## src/rtl/clk_ratio_pkg.sv

```systemverilog
// Shared definitions for the clock-ratio controller and its timer.
// Holds the FSM state encoding, the default ratio bus width shared with
// the clock divider, and a small constant helper used for sizing.
package clk_ratio_pkg;

    // Ratio bus width shared with the downstream clock divider.
    localparam int unsigned RATIO_WD_DEF = 8;

    typedef enum logic [1:0] {
        ST_IDLE   = 2'd0,
        ST_DRAIN  = 2'd1,
        ST_LOAD   = 2'd2,
        ST_SETTLE = 2'd3
    } ratio_state_e;

    function automatic int unsigned max_u(input int unsigned a, input int unsigned b);
        return (a > b) ? a : b;
    endfunction

endpackage

```

## src/rtl/clk_ratio_timer.sv

```systemverilog
// Loadable up-counter with a terminal-count flag.
// Shared by the DRAIN and SETTLE phases of the ratio controller. The
// controller stops incrementing once the terminal count is reached, so the
// counter never wraps.
module clk_ratio_timer #(
    parameter int unsigned TW = 3
) (
    input  logic          i_clk,
    input  logic          i_rst_n,
    input  logic          i_clr,
    input  logic          i_inc,
    input  logic [TW-1:0] i_term,
    output logic          o_tc
);

    logic [TW-1:0] count_q;
    logic [TW-1:0] count_d;

    // Next count: clear has priority over increment.
    always_comb begin
        count_d = count_q;
        if (i_clr) begin
            count_d = '0;
        end else if (i_inc) begin
            count_d = count_q + TW'(1);
        end
    end

    // Counter register, cleared by the asynchronous reset.
    always_ff @(posedge i_clk or negedge i_rst_n) begin
        if (!i_rst_n) begin
            count_q <= '0;
        end else begin
            count_q <= count_d;
        end
    end

    assign o_tc = (count_q == i_term);

endmodule

```

## src/rtl/clk_ratio_ctrl.sv

```systemverilog
// Clock-ratio change controller, placed directly upstream of the divider.
// Accepts ratio requests over valid/ready, rejects illegal ones with a
// one-cycle o_err pulse, and applies legal changes as
// disable -> drain -> load -> settle -> re-enable, so ratio and enable
// never change in the same cycle.
// Build option: define CLK_RATIO_CLAMP_EN to clamp requests above
// MAX_RATIO instead of rejecting them. Ratio 0 is always rejected.
module clk_ratio_ctrl
    import clk_ratio_pkg::*;
#(
    parameter int unsigned RATIO_WD   = RATIO_WD_DEF,
    parameter int unsigned DEF_RATIO  = 1,
    parameter int unsigned MAX_RATIO  = 128,
    parameter int unsigned DRAIN_CYC  = 4,
    parameter int unsigned SETTLE_CYC = 2
) (
    input  logic                i_ref_clk,
    input  logic                i_rst_n,
    input  logic                i_req_valid,
    input  logic [RATIO_WD-1:0] i_req_ratio,
    output logic                o_req_ready,
    output logic [RATIO_WD-1:0] o_div_ratio,
    output logic                o_clk_en,
    output logic                o_busy,
    output logic                o_err
);

    localparam int unsigned TW = $clog2(max_u(DRAIN_CYC, SETTLE_CYC) + 1);
    localparam logic [TW-1:0]       DRAIN_TERM  = TW'(DRAIN_CYC - 1);
    localparam logic [TW-1:0]       SETTLE_TERM = TW'(SETTLE_CYC - 1);
    localparam logic [RATIO_WD-1:0] MAX_R       = RATIO_WD'(MAX_RATIO);
    localparam logic [RATIO_WD-1:0] DEF_R       = RATIO_WD'(DEF_RATIO);

    ratio_state_e        state_q, state_d;
    logic [RATIO_WD-1:0] ratio_q, ratio_d;
    logic [RATIO_WD-1:0] pend_q, pend_d;
    logic                en_q, en_d;
    logic                err_q, err_d;

    logic                accept;
    logic                req_err;
    logic [RATIO_WD-1:0] eff_ratio;
    logic                tmr_clr;
    logic                tmr_inc;
    logic [TW-1:0]       tmr_term;
    logic                tmr_tc;

    // Request validation: decide the effective ratio and whether it is illegal.
    always_comb begin
        accept = i_req_valid && (state_q == ST_IDLE);
`ifdef CLK_RATIO_CLAMP_EN
        eff_ratio = (i_req_ratio > MAX_R) ? MAX_R : i_req_ratio;
        req_err   = (i_req_ratio == '0);
`else
        eff_ratio = i_req_ratio;
        req_err   = (i_req_ratio == '0) || (i_req_ratio > MAX_R);
`endif
    end

    // Next-state logic for the change sequence and its registered outputs.
    always_comb begin
        state_d  = state_q;
        ratio_d  = ratio_q;
        pend_d   = pend_q;
        en_d     = en_q;
        err_d    = 1'b0;
        tmr_clr  = 1'b0;
        tmr_inc  = 1'b0;
        tmr_term = SETTLE_TERM;
        case (state_q)
            ST_IDLE: begin
                if (accept) begin
                    if (req_err) begin
                        err_d = 1'b1;
                    end else if (eff_ratio != ratio_q) begin
                        pend_d  = eff_ratio;
                        en_d    = 1'b0;
                        tmr_clr = 1'b1;
                        state_d = ST_DRAIN;
                    end
                end
            end
            ST_DRAIN: begin
                tmr_term = DRAIN_TERM;
                if (tmr_tc) begin
                    state_d = ST_LOAD;
                end else begin
                    tmr_inc = 1'b1;
                end
            end
            ST_LOAD: begin
                ratio_d = pend_q;
                tmr_clr = 1'b1;
                state_d = ST_SETTLE;
            end
            ST_SETTLE: begin
                tmr_term = SETTLE_TERM;
                if (tmr_tc) begin
                    en_d    = 1'b1;
                    state_d = ST_IDLE;
                end else begin
                    tmr_inc = 1'b1;
                end
            end
        endcase
    end

    // State and output registers; reset re-enters SETTLE to rerun start-up.
    always_ff @(posedge i_ref_clk or negedge i_rst_n) begin
        if (!i_rst_n) begin
            state_q <= ST_SETTLE;
            ratio_q <= DEF_R;
            pend_q  <= '0;
            en_q    <= 1'b0;
            err_q   <= 1'b0;
        end else begin
            state_q <= state_d;
            ratio_q <= ratio_d;
            pend_q  <= pend_d;
            en_q    <= en_d;
            err_q   <= err_d;
        end
    end

    clk_ratio_timer #(
        .TW (TW)
    ) u_timer (
        .i_clk   (i_ref_clk),
        .i_rst_n (i_rst_n),
        .i_clr   (tmr_clr),
        .i_inc   (tmr_inc),
        .i_term  (tmr_term),
        .o_tc    (tmr_tc)
    );

    assign o_req_ready = (state_q == ST_IDLE);
    assign o_busy      = !o_req_ready;
    assign o_div_ratio = ratio_q;
    assign o_clk_en    = en_q;
    assign o_err       = err_q;

endmodule

```

## config.mk

```make
export PLATFORM = sky130hd
export DESIGN_NAME = clk_ratio_ctrl
export DESIGN_NICKNAME = d
export VERILOG_FILES = /design/src/rtl/clk_ratio_pkg.sv /design/src/rtl/clk_ratio_timer.sv /design/src/rtl/clk_ratio_ctrl.sv
export SDC_FILE = /design/constraint.sdc
export NUM_CORES = 1
export LEC_CHECK = 0
export BUFFER_PORTS_ARGS = -buffer_cell sky130_fd_sc_hd__buf_2
export CORE_MARGIN = 8
export CORE_UTILIZATION = 31
export DETAILED_ROUTE_END_ITERATION = 10
export PLACE_DENSITY = 0.56
export SLEW_MARGIN = 20
export SYNTH_ARGS = -nofsm -noshare
export SYNTH_HDL_FRONTEND = slang
export SYNTH_SLANG_ARGS = --single-unit
```

## constraint.sdc

```tcl
create_clock -name i_ref_clk -period 2 [get_ports i_ref_clk]
set_input_delay 0.4 -clock i_ref_clk [delete_from_list [all_inputs] [get_ports i_ref_clk]]
set_output_delay 0.4 -clock i_ref_clk [all_outputs]
set_load 0.05 [all_outputs]
```

==> results.py <==
metrics = {
    "setup_path": {
        "critPathArrivalTime_ps": 2080,
        "startpoint_type": "register",
        "cp-end-kind": "register",
        "path_class": "reg -> reg",
        "crit_start": "state_q[1]$_DFFE_PN1P_",
        "r2r_slack_ps": 80,
        "rr_startpoint": "state_q[1]$_DFFE_PN1P_",
        "required_ps": 2160,
        "worstPathMaxFanout": 5,
        "r2r_cells": 6,
    },
    "sta": {
        "slew_violations": 0,
        "fin_crit_sh_pct": 96.1,
        "finalSetupViolCount": 0,
        "tightest_slew_ps": 531,
        "relSlewSlack_pct": 64.6,
        "fmax_ghz": 0.520,
        "hold_violations": 0,
        "clock_skew_ps": 6.72,
        "min_period_ps": 1920,
    },
    "global_route": {
        "grt_antenna_before_repair": 0,
        "gr-total-overflow": 0,
        "grt.total_usage_pct": 8.96,
        "grt_max_degree": 24,
        "grt_first_pass_wirelength_um": 4450,
        "grt_pass1_vias": 967,
    },
    "clock_network": {
        "cts_root_buffer": "clkbuf_8",
        "cts.sinks": 23,
        "path_clk_slew_ps": 80,
        "tritoncts": "yes",
        "max-clock-path-buffers": 2,
        "hold_buffers": 0,
        "insertion_delay_ps": 260,
        "htreeDepth": 1,
        "cts_buffers": 3,
    },
    "yosys": {
        "syn_area_per_cell_um2": 12.5,
        "synthMuxAreaShare_pct": 18.9,
        "yosys-top-cells-area": "dfrtp_1 42%, mux2_4 8.8%, mux2_2 8.4%",
        "syn_area_um2": 1200,
        "synth.most_common_cell": "dfrtp_1",
        "yosys-top-cells-count": "20 x dfrtp_1, 10 x xnor2_1, 9 x mux2_2",
        "synth_top_cell_by_area": "dfrtp_1",
        "synthArstFlopShare_pct": 100,
        "synth_xor_area_share_pct": 8.03,
        "synth.distinct_cells": 29,
        "yosys.area_share.simple_pct": 9.07,
        "synth_top_family_by_area": "multiplexers",
        "yosys_warnings": 0,
        "synth-edff-count": 0,
        "synthFlopType": "dfrtp_1",
        "synth_compound_area_share_pct": 6.99,
        "synth-seq-cells": 23,
        "synth_top_cell_area_share_pct": 41.7,
        "syn_inst": 96,
        "synth_fp_nets": 113,
        "seq_area_frac_synth_pct": 48.3,
        "synthAdderAreaFrac_pct": 6.26,
    },
    "power_and_ir_drop": {
        "p_leak_uw": 0.000695,
        "power.density_nw_per_um2": 1820,
        "vdd.ir_drop.worst_v": 0.000708,
    },
    "placed_design": {
        "dpl.hpwl_um": 2090,
        "gp_congestion": 0.764,
        "port-buffer-count": 22,
        "dp_cells": 173,
        "place_area_um2": 1460,
    },
    "die": {
        "die_x_um": 78.2,
        "die_y_um": 78.2,
        "io_pins": 23,
        "die-area_um2": 6120,
        "start_util_pct": 32.5,
        "num_rows": 22,
        "coreArea_um2": 3690,
    },
    "layout": {
        "drive_gt1_share_pct": 47.3,
        "final_cells": 179,
        "area_growth_pct": 27.2,
        "fin_area_um2": 1530,
        "n_antenna_cell": 0,
        "final_nets": 149,
        "fillers": 384,
    },
    "routing": {
        "dr.pass1.iters": 4,
        "vias": 846,
        "drc": 0,
        "post_drt_wl_per_cell_um": 14.7,
        "wirelength_um": 2630,
        "ant_nets": 0,
        "vias_per_cell": 4.73,
        "drt-initial-drc-count": 17,
    },
    "flow_run": {
        "drv_cap": 0,
    },
    "outcome": {
        "status": "finished, final reports clean",
    },
    "min_path": {
        "hold_path.class": "in -> async",
    },
}
-- worst max-delay path, stage by stage (launching register included) --
cell      delay [ps]
dfstp_2          570
inv_1             90
ha_1             230
xnor2_2          200
a21o_1           220
o21ai_0          160
a221oi_1         340
-- what timing repair did --
item / 4_1_cts / 5_1_grt
setup buffers: 0 / 2
setup endpoints to repair: 1 / 2
endpoints found under the hold margin: 0 / 0
gates resized for setup: 1 / 0
pin swaps: 0 / 1
-- through the flow --
stage	total power [µW]	util, %	setup TNS, ps	setup WS, ps	hold slack [ps]
global route	2970	41.4	-4.28	-4.28	143
floorplan	2070	-	-228	-32.5	104
CTS	2770	41.0	0	57.3	124
finish	2780	41.4	0	77.6	107
detailed placement	2450	39.6	-1600	-188	408
global placement	2410	39.6	-1090	-139	404
-- per-layer routing --
metal,global-route usage [%],vias up,share of wire (%)
met3,2.62,5,4.9
li1,-,414,-
met1,10.5,408,46
met5,0,-,0
met4,2.78,0,1.3
met2,15.3,19,48
-- logic make-up after synthesis --
| group | count (synthesis) |
|---|---|
| buffers and inverters | 6 |
| DFF | 23 |
| AOI/OAI and AO/OA | 12 |
| adders and majority gates | 6 |
| muxes | 18 |
| xor gates and xnor gates | 11 |
| and+or+nand+nor | 20 |
-- layout make-up --
cell class	instances	area [µm²]	share of cell area, %
clock buffers	4	45.0	2.95
flip-flops and latches	23	579	38.0
repair buffers	33	205	13.4
inverters	4	18.8	1.23
well taps	48	60.1	3.93
multi-input cells	67	618	40.5
-- sequential cells by signal, summed over array words and instances (netlist names) --
name / flops
o_clk_en: 1
o_div_ratio: 8
o_err: 1
pend_q: 8
state_q: 2
u_timer.count_q: 3
-- final timing paths --
path / end
worst max register to register: state_q[0]$_DFFE_PN1P_
worst min register to register: pend_q[7]$_DFFE_PN0P_
max in group asynchronous: state_q[1]$_DFFE_PN1P_
min in group i_ref_clk: pend_q[2]$_DFFE_PN0P_
worst max-delay path: state_q[0]$_DFFE_PN1P_
worst min-delay path: pend_q[1]$_DFFE_PN0P_
-- report_power, final --
group	internal (µW)	switching, µW	total (µW)
clock network	142	148	291
logic	665	933	1600
registers	720	170	890
total	1530	1250	2780
-- placed cells by master (no fill, tap or decap), types with 2 or more instances in the layout --
master	count
o21ai_0	2
xnor2_1	9
mux2i_1	2
buf_4	10
buf_2	22
dfstp_2	3
a21oi_1	2
nand3_1	3
clkbuf_8	3
ha_1	5
inv_1	3
mux2_4	7
mux2_2	9
dfrtp_1	20
nor2_1	3
nand4_1	3
nand2_1	3
nor3_1	3
(Power assumes the default switching activity.)
